==> src/rtl/db_store_buffer.sv <==
// Store buffer for the multi-cycle CPU data bus: aligns stores into word lanes with
// byte enables, queues them, and drains them to data memory over req/ack.
//
// state  | meaning
// S_IDLE | no write outstanding; launches the head entry when the buffer holds one
// S_WAIT | mem_req high with a stable head entry, waiting for mem_ack
module db_store_buffer #(
  parameter int DEPTH = 4,
  parameter int AW    = 32
) (
  input  logic                       CLK,
  input  logic                       RST,
  input  logic                       st_valid,
  output logic                       st_ready,
  input  logic [AW-1:0]              st_addr,
  input  logic [31:0]                st_data,
  input  logic [1:0]                 st_size,
  input  logic [AW-1:0]              ld_addr,
  output logic                       ld_hazard,
  output logic                       mem_req,
  input  logic                       mem_ack,
  output logic [AW-1:0]              mem_addr,
  output logic [31:0]                mem_wdata,
  output logic [3:0]                 mem_be,
  output logic                       empty,
  output logic [$clog2(DEPTH+1)-1:0] count,
  output logic                       misalign_err
);

  localparam int CW = $clog2(DEPTH + 1);
  localparam int PW = $clog2(DEPTH);

  typedef enum logic {S_IDLE, S_WAIT} state_t;

  state_t           state;
  logic [PW-1:0]    wr_ptr;
  logic [PW-1:0]    rd_ptr;
  logic [DEPTH-1:0] valid_q;
  logic [AW-3:0]    addr_q [DEPTH];
  logic [31:0]      data_q [DEPTH];
  logic [3:0]       be_q   [DEPTH];

  logic             aligned;
  logic [31:0]      fmt_data;
  logic [3:0]       fmt_be;
  logic             push_hs;
  logic             push;
  logic             pop;
  logic [AW-1:0]    ld_word;

  assign st_ready = (count < CW'(DEPTH));
  assign empty    = (count == '0);
  assign push_hs  = st_valid && st_ready;
  assign push     = push_hs && aligned;
  assign pop      = (state == S_WAIT) && mem_ack;
  assign ld_word  = ld_addr & {{(AW-2){1'b1}}, 2'b00};

  always_comb begin
    aligned  = 1'b1;
    fmt_data = st_data;
    fmt_be   = 4'b1111;
    case (st_size)
      2'b00: begin
        fmt_data = {4{st_data[7:0]}};
        fmt_be   = 4'b0001 << st_addr[1:0];
      end
      2'b01: begin
        aligned  = !st_addr[0];
        fmt_data = {2{st_data[15:0]}};
        fmt_be   = st_addr[1] ? 4'b1100 : 4'b0011;
      end
      default: aligned = (st_addr[1:0] == 2'b00);
    endcase
  end

  // In-flight entry keeps its valid bit until acked, so it still counts as a hazard.
  always_comb begin
    ld_hazard = 1'b0;
    for (int i = 0; i < DEPTH; i++) begin
      if (valid_q[i] && ({addr_q[i], 2'b00} == ld_word)) ld_hazard = 1'b1;
    end
  end

  always_ff @(posedge CLK) begin
    if (RST) begin
      wr_ptr       <= '0;
      rd_ptr       <= '0;
      valid_q      <= '0;
      count        <= '0;
      misalign_err <= 1'b0;
    end else begin
      misalign_err <= push_hs && !aligned;
      if (push) begin
        valid_q[wr_ptr] <= 1'b1;
        wr_ptr          <= wr_ptr + PW'(1);
      end
      if (pop) begin
        valid_q[rd_ptr] <= 1'b0;
        rd_ptr          <= rd_ptr + PW'(1);
      end
      case ({push, pop})
        2'b10:   count <= count + CW'(1);
        2'b01:   count <= count - CW'(1);
        default: count <= count;
      endcase
    end
  end

  always_ff @(posedge CLK) begin
    if (!RST && push) begin
      addr_q[wr_ptr] <= st_addr[AW-1:2];
      data_q[wr_ptr] <= fmt_data;
      be_q[wr_ptr]   <= fmt_be;
    end
  end

  always_ff @(posedge CLK) begin
    if (RST) begin
      state     <= S_IDLE;
      mem_req   <= 1'b0;
      mem_addr  <= '0;
      mem_wdata <= '0;
      mem_be    <= '0;
    end else begin
      case (state)
        S_IDLE: begin
          if (count != '0) begin
            mem_addr  <= {addr_q[rd_ptr], 2'b00};
            mem_wdata <= data_q[rd_ptr];
            mem_be    <= be_q[rd_ptr];
            mem_req   <= 1'b1;
            state     <= S_WAIT;
          end
        end
        S_WAIT: begin
          if (mem_ack) begin
            mem_req <= 1'b0;
            state   <= S_IDLE;
          end
        end
        default: state <= S_IDLE;
      endcase
    end
  end

endmodule
==> config.mk <==
export PLATFORM = sky130hd
export DESIGN_NAME = db_store_buffer
export DESIGN_NICKNAME = d
export VERILOG_FILES = /design/src/rtl/db_store_buffer.sv
export SDC_FILE = /design/constraint.sdc
export NUM_CORES = 1
export LEC_CHECK = 0
export CORE_ASPECT_RATIO = 1.1
export CORE_MARGIN = 2
export CORE_UTILIZATION = 50
export DETAILED_ROUTE_END_ITERATION = 10
export PLACE_DENSITY = 0.73
export SYNTH_ARGS = -nofsm -noshare
export SYNTH_HDL_FRONTEND = slang
export SYNTH_SLANG_ARGS = --single-unit
==> constraint.sdc <==
create_clock -name CLK -period 4.73 [get_ports CLK]
set_input_delay 0.946 -clock CLK [delete_from_list [all_inputs] [get_ports CLK]]
set_output_delay 0.946 -clock CLK [all_outputs]
set_load 0.005 [all_outputs]
Word-level counts from Yosys, hierarchy flattened
Memory sizes are Yosys's and may differ from the RTL's. A register that Yosys moved wholly into a read port is not among the register bits.
Index checks and enable logic that the tools add are counted.
Storage, ports and cells
  bits in registers: 14
  memories: 3
  bits of input ports: 102
  RAM bits: 264
  output and inout port bits: 76
  logic and storage cells: 78
Memories
  data_q: words 4, width 32, rd ports 1, clocked after Yosys merged registers in 1, wr ports 1, line 40  | logic [31:0] data_q [DEPTH];
  addr_q: words 4, width 30, rd ports 5, clocked after Yosys merged registers in 1, wr ports 1, line 39  | logic [AW-3:0] addr_q [DEPTH];
  be_q: words 4, width 4, rd ports 1, clocked after Yosys merged registers in 1, wr ports 1, line 41  | logic [3:0] be_q [DEPTH];
Cells by class
  shifts and indexed selects: 1
  reductions and logical operators: 21
  $add $sub $neg: 4
  order comparisons: 5
  eq/ne operators: 9
  mux-type cells: 24
  bitwise gates (word level): 4
Operator list (number)
  $eq 30x30->1: 4
  $pmux 32 s2: 1
  $mux 4: 4
  $mux 1: 12
  $logic_and 1x1->1: 11
  $pmux 4 s2: 1
  $lt 2x3->1 const B: 2
  $pmux 1 s2: 3
  $pmux 3 s2: 1
  $add 2x1->2 const B: 2
  $and 4x4->4: 1
  $demux 1 s2: 2
  $eq 2x1->1 const B: 2
  $ge 2x1->1 const B: 2
  $logic_not 2->1: 2
  $ne 2x2->1 const B: 2
  $not 4->4: 1
  $or 4x4->4: 1
  $reduce_and 2->1: 2
  $shl 1x2->4 const A: 1
  $add 3x1->3 const B: 1
  $logic_not 1->1: 3
  $logic_not 3->1: 1
  $lt 3x3->1 const B: 1
  5 further kinds: 5

Logic depth before layout (Yosys ltp)
  depth after elaboration: 9
  depth in mapped cells: 11
  depth with buffers taken out: 10

Worst setup path before layout
No wires, ideal clock.
  path kind: input-to-reg
  start: input st_size[1]
  end: memory addr_q[0][0] in the netlist's numbering (enable)
  slack: 1030 ps
  path buffers: 1
  cell stages on the path: 7
  setup time: 431 ps
  arrival: 3269 ps
  data required time: 4299 ps
  path through: nor2_4 -> or2_1 -> and3_1 -> buf_6 -> inv_4 -> nor2_2 -> and2_1
Between the ends
  word-level cells in the longest chain between the ends: 6
  elaborated cells on any way between the ends: 7
  classes of those cells: eq/ne (1); mux (3); reduce/logical (3)
RTL lines
  from (decl): line 17  | input logic [1:0] st_size,
  $eq 2x1->1 or $logic_not 2->1 (tied branches): line 62  | case (st_size)
  $pmux 1 s2 (*): line 62
  $logic_and 1x1->1 (*): line 54  | assign push = push_hs && aligned;
  $logic_and 1x1->1 (*): line 110  | if (!RST && push) begin
  $mux 1 (*): line 110
  $mux 1 (not written as such) (*): line 111  | addr_q[wr_ptr] <= st_addr[AW-1:2];
  to (decl): line 39
Every way passes the cells marked *; elsewhere a longest branch is shown, timed or not.

Worst setup path in the final report
  start: input ld_addr[4]
  end: output ld_hazard
Between the ends
  word-level cells in the longest chain between the ends: 6
  elaborated cells on any way between the ends: 12
  classes of those cells: eq/ne (4); mux (4); reduce/logical (4)
RTL lines
  from (decl): line 18  | input logic [AW-1:0] ld_addr,
  $eq 30x30->1: line 80  | if (valid_q[i] && ({addr_q[i], 2'b00} == ld_word)) ld_hazard = 1'b1;
  $logic_and 1x1->1: line 80
  $mux 1 (3 in series): line 80
  $mux 1 (*): line 80
  to (decl): line 19  | output logic ld_hazard,
Marked as above.

==> results.yml <==
synth:
  yosys.area_share.adder_pct: 0.923
  avgSynthCellArea_um2: 15.2
  async_reset_ff_share_pct: 0
  yosysWarnings: 0
  synthMuxAreaShare_pct: 12.2
  ys_ff_latch: 344
  netlist_instances: 943
  synthSimpleGateAreaFrac_pct: 6.55
  synth_compound_area_share_pct: 3.45
  ys_types: 37
  synth-seq-area-share_pct: 66.3
  synth_top_family_by_area: "multiplexers"
  synthFlopType: "edfxtp_1"
  synth_xor_area_share_pct: 7.56
  synth_edf_count: 264
  synth_area_um2: 14400
grt:
  grt_pass1_wl_um: 50600
  grt-ovfl-total: 0
  gr-usage-all-layers_pct: 22.3
  grt_max_degree: 81
  grt_pass1_vias: 8537
  antenna_found_initial: 3
clocking:
  cts_inserted_buffers: 35
  htreeDepth: 2
  insertion_delay_ns: 0.51
  cts_tree: "done"
  cts_setup_buffers: 0
  clk_pin_slew_ns: 0.06
  cts_resized: 0
  cts_buffer_depth: 3
  cts_sinks: 344
  root_buffer: "clkbuf_16"
  cts_hold_buf: 0
critical_path:
  cp.required_ns: 3.78
  start_kind: "input port"
  worstPathCellList: "clkdlybuf4s50_1, xnor2_1, nand4_1, nor4_1, nand4_1, nand4_1, clkdlybuf4s50_1"
  critPathKind: "in2out"
  critPathMaxStageDelay_ns: 0.52
  critPathMostFrequentCell: "nand4_1"
  reg2reg_from: "rd_ptr[0]"
  startpoint: "ld_addr[4]"
  slowest_stage: "clkdlybuf4s50_1"
  crit_arrival_ns: 3.30
  cp_num_buf_inv: 2
  crit_fanout: 4
  path_delay_family: "buffers and inverters"
  reg2reg_depth: 4
  path_depth: 7
  cp-end-kind: "output port"
detailed_routing:
  drt_first_pass_iters: 7
  drc: 0
  wl_per_cell_um: 22.3
  viasPerCell: 5.58
  drt_iter0_drc: 679
  ant_nets: 0
  routed_wl_um: 33500
  num_vias: 8378
worst_hold_path:
  min_path_type: "reg2reg"
  min_from: "mem_wdata[12]"
  hold_depth: 2
placed_design:
  gp_congestion: 0.842
  place_hpwl_um: 22100
  io_buffers: 173
  dp.cells: 1437
final_layout:
  area_delta_synth_final_pct: 22.2
  final_cell_mix: "edfxtp_1 (264), clkdlybuf4s50_1 (172), nand2_1 (142)"
  final_layout_size_suffix_gt1_share_pct: 14.7
  layout_commonest_cell: "edfxtp_1"
  stdcell_count: 1502
  final_nets: 1218
timing:
  finalCritPeriodShare_pct: 89.8
  grt_setup_unrepaired: "false"
  skew_ns: 0.0176
  hold_viol_final: 0
  relSlewSlack_pct: 32.7
  final.setup.tns_ns: 0
  drv_slew: 0
  worst_pin_slew_ns: 1.01
  fmax_mhz: 235
  timing.final.crit_period_ns: 4.25
  setup_viol_count_final: 0
power:
  peakVddDrop_v: 0.000327
  clkPwrFrac_pct: 35.4
  switching_share_pct: 25.5
  p_comb_share_pct: 19.0
  power_leakage_nw: 5.62
  p_int_mw: 6.02
  p_sw_mw: 2.06
  p_seq_share_pct: 45.6
  power.density_nw_per_um2: 460
floorplanning:
  fp-row-count: 65
  pin_count: 178
  initial_core_util_pct: 50.5
  dieWidth_um: 166
  dieHeight_um: 182
  coreArea_um2: 28500
  dieArea_um2: 30100
run_status:
  status: "finished, final reports clean"
flow_run:
  max_cap_viol_count: 0
[worst register-to-register path, delay by kind of cell, from the launching register on]
kind / cells / cell delay [ns]
AOI/OAI and AO/OA: 1 / 0.07
muxes: 1 / 0.57
buffers and inverters: 1 / 0.42
and+or+nand+nor: 1 / 0.11
DFF: 1 / 1.02
[per-layer routing]
| layer | track usage, % | vias up | share of wire, % |
|---|---|---|---|
| li1 | - | 3819 | - |
| met1 | 29.6 | 4210 | 41 |
| met4 | 5.88 | 2 | 1.9 |
| met2 | 38.0 | 297 | 50 |
| met5 | 0 | - | 0.027 |
| met3 | 4.23 | 50 | 6.5 |
[area by class of cell]
cell class / instances / area (µm²)
inverter: 10 / 40.0
timing repair buffer: 188 / 1890
antenna: 1 / 2.50
fill: 2101 / 10900
tap: 368 / 460
multi-input combinational: 527 / 4430
sequential: 344 / 9530
clock inverter: 11 / 191
clock buffer: 53 / 1010
[state kept, by name (all words and copies together), names as in the netlist]
signal	flops
mem_addr	30
mem_req	1
rd_ptr	2
valid_q	4
data_q	128
state	1
misalign_err	1
wr_ptr	2
be_q	16
mem_be	4
count	3
mem_wdata	32
addr_q	120
[per-stage QoR]
| step | total power, mW | hold slack [ns] | cell area [µm²] | worst slack (ns) | util [%] |
|---|---|---|---|---|---|
| 2_1_floorplan | 4.59 | 0.453 | 14400 | 1.03 | - |
| 3_3_place_gp | 5.27 | 0.442 | 16400 | 0.568 | 57.5 |
| 3_5_place_dp | 5.29 | 0.446 | 16400 | 0.435 | 57.5 |
| 4_1_cts | 8.14 | 0.454 | 17600 | 0.429 | 61.7 |
| 5_1_grt | 8.40 | 0.464 | 17600 | 0.366 | 61.7 |
| 6_report | 8.07 | 0.453 | 17600 | 0.483 | 61.7 |
[worst paths after layout]
| check | endpoint | slack [ns] |
|---|---|---|
| worst max-delay path | ld_hazard | 0.48 |
| worst min-delay path | mem_wdata[12] | 0.45 |
| worst max register to register | mem_addr[14] | 2.37 |
| worst min register to register | mem_wdata[12] | 0.45 |
[Yosys cell counts, types with 2 or more instances]
cell type	n	area share [%]
edfxtp_1	264	55
nand2_1	142	3.7
dfxtp_1	80	11
xnor2_1	78	4.8
a21oi_1	74	2.6
mux4_2	66	10
xor2_1	46	2.8
clkbuf_1	26	0.68
nand4_1	25	1.1
nor4_1	17	0.74
buf_2	16	0.56
mux2_2	16	1.3
ha_1	9	0.78
inv_1	9	0.24
mux2i_1	9	0.63
o21ai_0	9	0.31
nor2_1	8	0.21
buf_4	7	0.37
buf_6	7	0.55
and2_1	5	0.22
a211oi_2	4	0.35
buf_1	4	0.10
buf_12	3	0.42
a21o_1	2	0.10
nor2_2	2	0.087
nor3_1	2	0.070
o21bai_1	2	0.10
or2_1	2	0.087
[power by group through the flow]
stage	combinational (mW)	sequential [mW]	clock, mW
2_1_floorplan	0.914	3.68	0
3_3_place_gp	1.52	3.74	0
3_5_place_dp	1.54	3.75	0
4_1_cts	1.55	3.69	2.90
5_1_grt	1.67	3.71	3.02
6_report	1.53	3.68	2.86
[kinds of logic (layout without fill, tap and decap cells)]
family	count (synthesis)	count (layout)
buffers and inverters	73	262
AND/OR/NAND/NOR	209	209
flip-flops	344	344
XOR/XNOR	124	124
AO/OA/AOI/OAI	91	91
other	1	3
adder cells (fa/ha/maj)	10	10
multiplexers	91	91
Power figures use the tool's default switching activity.
